File: src/rtl/cpu_pkg.sv
// cpu_pkg: opcode, funct, ALU select, alu_op and control state encodings shared by the multicycle CPU
package cpu_pkg;
  localparam logic [5:0] OP_RTYPE = 6'b000000;
  localparam logic [5:0] OP_LW    = 6'b100011;
  localparam logic [5:0] OP_SW    = 6'b101011;
  localparam logic [5:0] OP_BEQ   = 6'b000100;
  localparam logic [5:0] OP_ADDI  = 6'b001000;
  localparam logic [5:0] OP_J     = 6'b000010;
  localparam logic [5:0] FUNCT_ADD = 6'b100000;
  localparam logic [5:0] FUNCT_SUB = 6'b100010;
  localparam logic [5:0] FUNCT_AND = 6'b100100;
  localparam logic [5:0] FUNCT_OR  = 6'b100101;
  localparam logic [5:0] FUNCT_SLT = 6'b101010;
  localparam logic [2:0] ALU_AND = 3'b000;
  localparam logic [2:0] ALU_OR  = 3'b001;
  localparam logic [2:0] ALU_ADD = 3'b010;
  localparam logic [2:0] ALU_SUB = 3'b110;
  localparam logic [2:0] ALU_SLT = 3'b111;
  typedef enum logic [1:0] {
    ALUOP_ADD   = 2'b00,
    ALUOP_SUB   = 2'b01,
    ALUOP_FUNCT = 2'b10
  } alu_op_t;
  typedef enum logic [3:0] {
    S_FETCH    = 4'd0,
    S_DECODE   = 4'd1,
    S_MEMADR   = 4'd2,
    S_MEMRD    = 4'd3,
    S_MEMWB    = 4'd4,
    S_MEMWR    = 4'd5,
    S_EXECUTE  = 4'd6,
    S_ALUWB    = 4'd7,
    S_BRANCH   = 4'd8,
    S_ADDIEXEC = 4'd9,
    S_ADDIWB   = 4'd10,
    S_JUMP     = 4'd11
  } state_t;
endpackage

File: src/rtl/alu_decoder.sv
// alu_decoder: maps the controller's alu_op and the instruction funct field to the ALU select code
module alu_decoder
  import cpu_pkg::*;
(
  input  alu_op_t    alu_op,
  input  logic [5:0] funct,
  output logic [2:0] alu_sel
);
  logic [2:0] funct_sel;
  always_comb begin
    funct_sel = funct == FUNCT_SUB ? ALU_SUB :
                funct == FUNCT_AND ? ALU_AND :
                funct == FUNCT_OR  ? ALU_OR  :
                funct == FUNCT_SLT ? ALU_SLT : ALU_ADD;
    alu_sel = alu_op == ALUOP_SUB   ? ALU_SUB :
              alu_op == ALUOP_FUNCT ? funct_sel : ALU_ADD;
  end
endmodule

File: src/rtl/multicycle_control.sv
// multicycle_control: instruction sequencer driving all datapath enables and mux selects
module multicycle_control
  import cpu_pkg::*;
(
  input  logic       clk,
  input  logic       reset,
  input  logic [5:0] op,
  input  logic [5:0] funct,
  input  logic       zero,
  output logic [2:0] alu_sel,
  output logic       alu_src_a,
  output logic [1:0] alu_src_b,
  output logic [1:0] pc_src,
  output logic       iord,
  output logic       reg_dst,
  output logic       mem_to_reg,
  output logic       ir_write,
  output logic       mem_write,
  output logic       reg_write,
  output logic       pc_en,
  output logic [3:0] state
);
  state_t  state_q, state_d;
  alu_op_t alu_op;
  logic    pc_write, branch, ir_write_s, mem_write_s, reg_write_s;
  always_ff @(posedge clk) begin
    if (reset) state_q <= S_FETCH;
    else state_q <= state_d;
  end
  always_comb begin
    state_d = S_FETCH;
    case (state_q)
      S_FETCH:    state_d = S_DECODE;
      S_DECODE:   state_d = (op == OP_LW || op == OP_SW) ? S_MEMADR :
                            op == OP_RTYPE ? S_EXECUTE :
                            op == OP_BEQ   ? S_BRANCH :
                            op == OP_ADDI  ? S_ADDIEXEC :
                            op == OP_J     ? S_JUMP : S_FETCH;
      S_MEMADR:   state_d = op == OP_LW ? S_MEMRD : op == OP_SW ? S_MEMWR : S_FETCH;
      S_MEMRD:    state_d = S_MEMWB;
      S_EXECUTE:  state_d = S_ALUWB;
      S_ADDIEXEC: state_d = S_ADDIWB;
      default:    state_d = S_FETCH;
    endcase
  end
  always_comb begin
    alu_op      = ALUOP_ADD;
    alu_src_a   = 1'b0;
    alu_src_b   = 2'b00;
    pc_src      = 2'b00;
    iord        = 1'b0;
    reg_dst     = 1'b0;
    mem_to_reg  = 1'b0;
    ir_write_s  = 1'b0;
    mem_write_s = 1'b0;
    reg_write_s = 1'b0;
    pc_write    = 1'b0;
    branch      = 1'b0;
    case (state_q)
      S_FETCH: begin
        alu_src_b  = 2'b01;
        ir_write_s = 1'b1;
        pc_write   = 1'b1;
      end
      S_DECODE:   alu_src_b = 2'b11;
      S_MEMADR: begin
        alu_src_a = 1'b1;
        alu_src_b = 2'b10;
      end
      S_MEMRD:    iord = 1'b1;
      S_MEMWB: begin
        mem_to_reg  = 1'b1;
        reg_write_s = 1'b1;
      end
      S_MEMWR: begin
        iord        = 1'b1;
        mem_write_s = 1'b1;
      end
      S_EXECUTE: begin
        alu_src_a = 1'b1;
        alu_op    = ALUOP_FUNCT;
      end
      S_ALUWB: begin
        reg_dst     = 1'b1;
        reg_write_s = 1'b1;
      end
      S_BRANCH: begin
        alu_src_a = 1'b1;
        alu_op    = ALUOP_SUB;
        pc_src    = 2'b01;
        branch    = 1'b1;
      end
      S_ADDIEXEC: begin
        alu_src_a = 1'b1;
        alu_src_b = 2'b10;
      end
      S_ADDIWB:   reg_write_s = 1'b1;
      S_JUMP: begin
        pc_src   = 2'b10;
        pc_write = 1'b1;
      end
      default: ;
    endcase
  end
  // write strobes are masked by reset so an aborted instruction commits nothing
  assign ir_write  = ir_write_s & ~reset;
  assign mem_write = mem_write_s & ~reset;
  assign reg_write = reg_write_s & ~reset;
  assign pc_en     = (pc_write | (branch & zero)) & ~reset;
  assign state     = state_q;
  alu_decoder u_alu_decoder (
    .alu_op  (alu_op),
    .funct   (funct),
    .alu_sel (alu_sel)
  );
endmodule

File: config.mk
export PLATFORM = sky130hd
export DESIGN_NAME = multicycle_control
export DESIGN_NICKNAME = d
export VERILOG_FILES = /design/src/rtl/cpu_pkg.sv /design/src/rtl/alu_decoder.sv /design/src/rtl/multicycle_control.sv
export SDC_FILE = /design/constraint.sdc
export NUM_CORES = 1
export LEC_CHECK = 0
export ABC_AREA = 0
export CAP_MARGIN = 20
export CORE_MARGIN = 1
export CORE_UTILIZATION = 37
export CTS_CLUSTER_DIAMETER = 120
export CTS_CLUSTER_SIZE = 14
export DETAILED_ROUTE_END_ITERATION = 16
export GPL_TIMING_DRIVEN = 0
export PLACE_DENSITY = 0.88
export SKIP_LAST_GASP = 1
export SLEW_MARGIN = 10
export SYNTH_ARGS = -nofsm -noshare
export SYNTH_HDL_FRONTEND = slang
export SYNTH_SLANG_ARGS = --single-unit
File: constraint.sdc
create_clock -name clk -period 4.1 [get_ports clk]
set_clock_uncertainty 0.05 [all_clocks]
set_input_delay 0.615 -clock clk [delete_from_list [all_inputs] [get_ports clk]]
set_output_delay 0.615 -clock clk [all_outputs]
set_load 0.05 [all_outputs]
# Word level (Yosys, flattened, before mapping)
# Cells that the tools add are included.
classes:
  addsub: 0
  multipliers: 0
  n_div: 0
  magnitude_cmp: 0
  eq_ne: 22
  n_shift: 0
  n_mux: 26
  bitwise: 7
  n_reduce_logical: 8
op_table:
  columns: ["op", "count"]
  rows:
  - ["== test 6 bit, second input constant", 6]
  - ["two-way mux 3 bit", 8]
  - ["one-hot mux 4 bit (6 select lines)", 1]
  - ["two-way mux 4 bit", 5]
  - ["== test 4 x 3 -> 1 bit, second input constant", 4]
  - ["== test 4 bit, second input constant", 4]
  - ["two-way mux 1 bit", 9]
  - ["== test 4 x 2 -> 1 bit, second input constant", 2]
  - ["one-hot mux 2 bit (2 select lines)", 2]
  - ["== test 6 x 2 -> 1 bit, second input constant", 1]
  - ["== test 6 x 3 -> 1 bit, second input constant", 1]
  - ["== test 6 x 4 -> 1 bit, second input constant", 1]
  - ["logical NOT 6 bit", 1]
  - ["one-hot mux 2 bit (3 select lines)", 1]
  - ["OR reduction 2 bit", 3]
  - ["AND 1 bit", 5]
  - ["== test 4 x 1 -> 1 bit, second input constant", 1]
  - ["logical NOT 4 bit", 1]
  - ["OR reduction 4 bit", 1]
  - ["OR reduction 3 bit", 1]
  - ["== test 2 x 1 -> 1 bit, second input constant", 1]
  - ["== test 2 bit, second input constant", 1]
  - ["logical OR 1 bit", 1]
  - ["NOT 1 bit", 1]
  - ["OR 1 bit", 1]
totals:
  ff_bits: 4
  latch_bits: 0
  mem_bits_rw: 0
  rom_bits: 0
  in_bits: 15
  out_inout_bits: 19
  n_memories: 0

# Depth between registers and ports, before layout
logic_depth:
  depth_word: 7
  mapped_depth: 4
  mapped_depth_nobuf: 3

# Hierarchy
# Synthesis repeated with hierarchy kept, for this count alone.
unflattened:
  hier_cells: 79
  hier_area_um2: 548.0
modules_own_cells:
  columns: ["module", "n_inst", "cells_each", "area_per_inst_um2"]
  rows:
  - ["multicycle_control", 1, 70, 474.2]
  - ["alu_decoder", 1, 9, 73.8]

# Least setup slack after synthesis
# OpenSTA, ideal clock, no wires.
synth_timing:
  path_kind: "register to output"
  start: "register state_q[3], in the netlist state[3]"
  end: "output alu_sel[2]"
  arrival_time_ns: 2.649
  t_required_ns: 3.435
  setup_slack_ns: 0.786
  path_stages_with_launch: 5
  path_buffers: 1
  path_cell_list: "dfxtp_1 buf_2 nand2b_1 nor3_1 o21bai_1"
synth_between:
  elab_chain_cells: 5
synth_rtl:
  columns: ["element", "line", "source"]
  rows:
  - ["start, declared", "multicycle_control.sv:23", "state_t state_q, state_d;"]
  - ["start signal, assigned", "multicycle_control.sv:28", "else state_q <= state_d;"]
  - ["== test 4 bit or == test 4 x 3 -> 1 bit (tied branches)", "multicycle_control.sv:59", "case (state_q)"]
  - ["one-hot mux 2 bit (2 select lines) *", "multicycle_control.sv:59", null]
  - ["== test 2 bit", "alu_decoder.sv:16", "alu_op == ALUOP_FUNCT ? funct_sel : ALU_ADD;"]
  - ["two-way mux 3 bit", "alu_decoder.sv:16", null]
  - ["two-way mux 3 bit *", "alu_decoder.sv:15", "alu_sel = alu_op == ALUOP_SUB ? ALU_SUB :"]
  - ["end, declared", "multicycle_control.sv:10", "output logic [2:0] alu_sel,"]
# Mark *: on every way between the ends. The rest lies on a longest branch, timed or not.

# Final worst setup path
layout_timing:
  start: "input funct[4]"
  end: "output alu_sel[1]"
layout_between:
  elab_chain_cells: 6
layout_rtl:
  columns: ["element", "line", "source"]
  rows:
  - ["start, declared", "multicycle_control.sv:8", "input logic [5:0] funct,"]
  - ["== test 6 bit", "alu_decoder.sv:13", "funct == FUNCT_OR ? ALU_OR :"]
  - ["two-way mux 3 bit", "alu_decoder.sv:13", null]
  - ["two-way mux 3 bit", "alu_decoder.sv:12", "funct == FUNCT_AND ? ALU_AND :"]
  - ["two-way mux 3 bit *", "alu_decoder.sv:11", "funct_sel = funct == FUNCT_SUB ? ALU_SUB :"]
  - ["two-way mux 3 bit *", "alu_decoder.sv:16", null]
  - ["two-way mux 3 bit *", "alu_decoder.sv:15", null]
# Marked as above.

==> impl_metrics.yaml <==
synth:
  synthXorXnorAreaFrac_pct: 5.237
  ys_async_sr_fraction_pct: 0
  synth_adder_area_share_pct: 0
  synth_seq_cells: 4
  synth_edf_count: 0
  syn_inst: 71
  ys_types: 32
  synth_top_family_by_area: "simple AND/OR/NAND/NOR gates"
  muxShareOfSynthArea_pct: 0
  yosys_most_used_dff: "dfxtp_1"
  syn-cell-area_um2: 501.7
  syn_avg_cell_area_um2: 7.067
  synth_compound_area_share_pct: 24.94
  synthSimpleGateAreaFrac_pct: 49.13
  ys_seq_area_share_pct: 15.96
  ys_warn_count: 0
  syn-num-nets: 86
setup_path:
  cp_max_fo: 3
  path_class: "in2out"
  r2r_cells: 4
  cpMostUsedCell: "clkdlybuf4s50_1"
  critical_path.cell_chain: "clkdlybuf4s50_1 -> or4b_4 -> or4b_1 -> clkdlybuf4s50_1"
  cp_data_required_time_ns: 3.43
  slowest_delay_ns: 0.71
  crit_path_top_delay_cell: "clkdlybuf4s50_1"
  setup.worst_path.end_class: "output port"
  timing.rr.start: "state[0]$_SDFF_PP0_"
  reg2reg_slack_ns: 2.50
  r2r_end: "state[1]$_SDFF_PP0_"
  cp-start-kind: "input port"
  cp.arrival_ns: 2.80
finish:
  final_util_pct: 73.52
  mostFrequentLayoutCell: "clkdlybuf4s50_1"
  layout_common_cells: "clkdlybuf4s50_1, nor3_1, nor2_1"
  largest_reg_flops: 4
  area_delta_synth_final_pct: 73.82
  fillers: 106
  diodes: 0
  drive_above_1_share_pct: 6.542
  fin_nets: 124
  final_area_um2: 872.1
pwr:
  power_density_mw_per_mm2: 171.6
  p_total_w: 0.0001496
  peakVddDrop_mv: 0.1074
  p_leak_nw: 0.2950
clock_network:
  path_clk_slew_ns: 0.04
  tritoncts: "done"
  root_buffer: "clkbuf_4"
  clk_path_buf_depth: 2
  cts_buffers: 3
  cts_num_sinks: 4
  ctsResizeCount: 0
  cts_setup_buffers: 0
  h-tree-depth: 1
  worstSkewPairLatency_ns: 0.23
  holdBufCountCts: 0
global_routing:
  overflow: 0
  antenna_found_initial: 0
  grt_pass1_vias: 533
  grt_pass1_wl_um: 2132
  grt_max_degree: 11
  grtUsageTotal_pct: 20.60
sta:
  post-route-period-util_pct: 84.51
  worstMarginPinSlew_ns: 0.5476
  clock.fmax_ghz: 0.2886
  slew_headroom_pct: 62.98
  layout_setup_ws_ns: 0.6351
  fin_tns_setup_ns: 0
  slew_viol_final: 0
  fin_crit_ns: 3.465
  final_hold_viol_count: 0
  setup_viol: 0
  rsz0062_at_grt: "no"
floorplan:
  dieArea_mm2: 0.001507
  ioPinCount: 34
  initial_core_util_pct: 42.30
  die_y_um: 38.83
  coreArea_mm2: 0.001186
  rows: 12
  die_w_um: 38.83
routing:
  first_pass_iters: 4
  drc_errors: 0
  wl_per_cell_um: 12.02
  ant_nets: 0
  drt-initial-drc-count: 13
  vias_per_cell: 5.719
  routed_wl_um: 1455
  vias: 692
hold_path:
  hp-class: "reg2reg"
  hold_start: "state[0]$_SDFF_PP0_"
  hold_end: "state[2]$_SDFF_PP0_"
  hold_depth: 3
status:
  outcome: "finished, final reports clean"
placed_design:
  hpwl_um: 1174
  routabilityCongestion: 0.8014
  place_area_um2: 849.6
  place_ws_ns: 0.6275
  numPortBuffers: 33
run:
  cap_violations: 0
==> through the flow <==
| step | hold WS, ns | instances |
|---|---|---|
| 6_report | 0.6486 | 121 |
| 5_1_grt | 0.6978 | 121 |
| 4_1_cts | 0.6438 | 121 |
| 3_5_place_dp | 0.6383 | 118 |
| 3_3_place_gp | 0.6224 | 118 |
| 2_1_floorplan | 0.6940 | 71 |
==> per-layer routing <==
metal  track usage (%)  share of wire, %  routed length (um)
met1             22.34                42                 610
met4             7.759              0.41                   6
met2             37.50                49                 707
met5                 0                 0                   0
met3             5.202               9.0                 131
==> cell usage after synthesis, types with 2 or more instances <==
cell      count  area [um2]
nor2_1        7       26.28
nor3_1        7       35.03
nand2b_1      5       31.28
a21oi_1       4       20.02
dfxtp_1       4       80.08
o211ai_1      4       30.03
o21ai_0       4       20.02
and3_1        3       18.77
clkbuf_1      3       11.26
xor2_1        3       26.28
inv_1         2       7.510
nand2_1       2       7.510
nand3_1       2       10.01
nand4_1       2       12.51
nor4b_1       2       17.52
==> power breakdown <==
part / total [W] / switching (W) / internal [W]
logic: 0.0000605 / 0.0000334 / 0.0000271
registers: 0.0000418 / 0.00000143 / 0.0000403
clock network: 0.0000474 / 0.0000148 / 0.0000326
==> layout make-up <==
cell class / count / area [um2] / area share [%]
flip-flops and latches: 4 / 80.08 / 9.182
repair buffers: 33 / 330.3 / 37.88
multi-input cells: 61 / 397.9 / 45.62
plain buffers: 4 / 16.27 / 1.865
clock buffers: 3 / 22.52 / 2.582
well taps: 14 / 17.52 / 2.009
inverters: 2 / 7.507 / 0.8608
==> worst max-delay path, delay by kind of cell <==
kind                   cells  cell delay (ns)
buffers and inverters      2             1.11
AND/OR/NAND/NOR            2             1.07
==> cell families (layout without fill, tap and decap cells) <==
kind of cell | count (synthesis) | after routing
DFF | 4 | 4
buffers and inverters | 6 | 42
xor gates and xnor gates | 3 | 3
AOI/OAI and AO/OA | 19 | 19
and+or+nand+nor | 39 | 39
==> how the worst max path moves through the flow <==
stage	startpoint	end
2_1_floorplan	state[3]$_SDFF_PP0_	alu_sel[2]
3_5_place_dp	funct[4]	alu_sel[1]
6_report	funct[4]	alu_sel[1]
4_1_cts	funct[4]	alu_sel[1]
3_3_place_gp	funct[4]	alu_sel[1]
5_1_grt	funct[4]	alu_sel[1]
(Power assumes the default switching activity.)
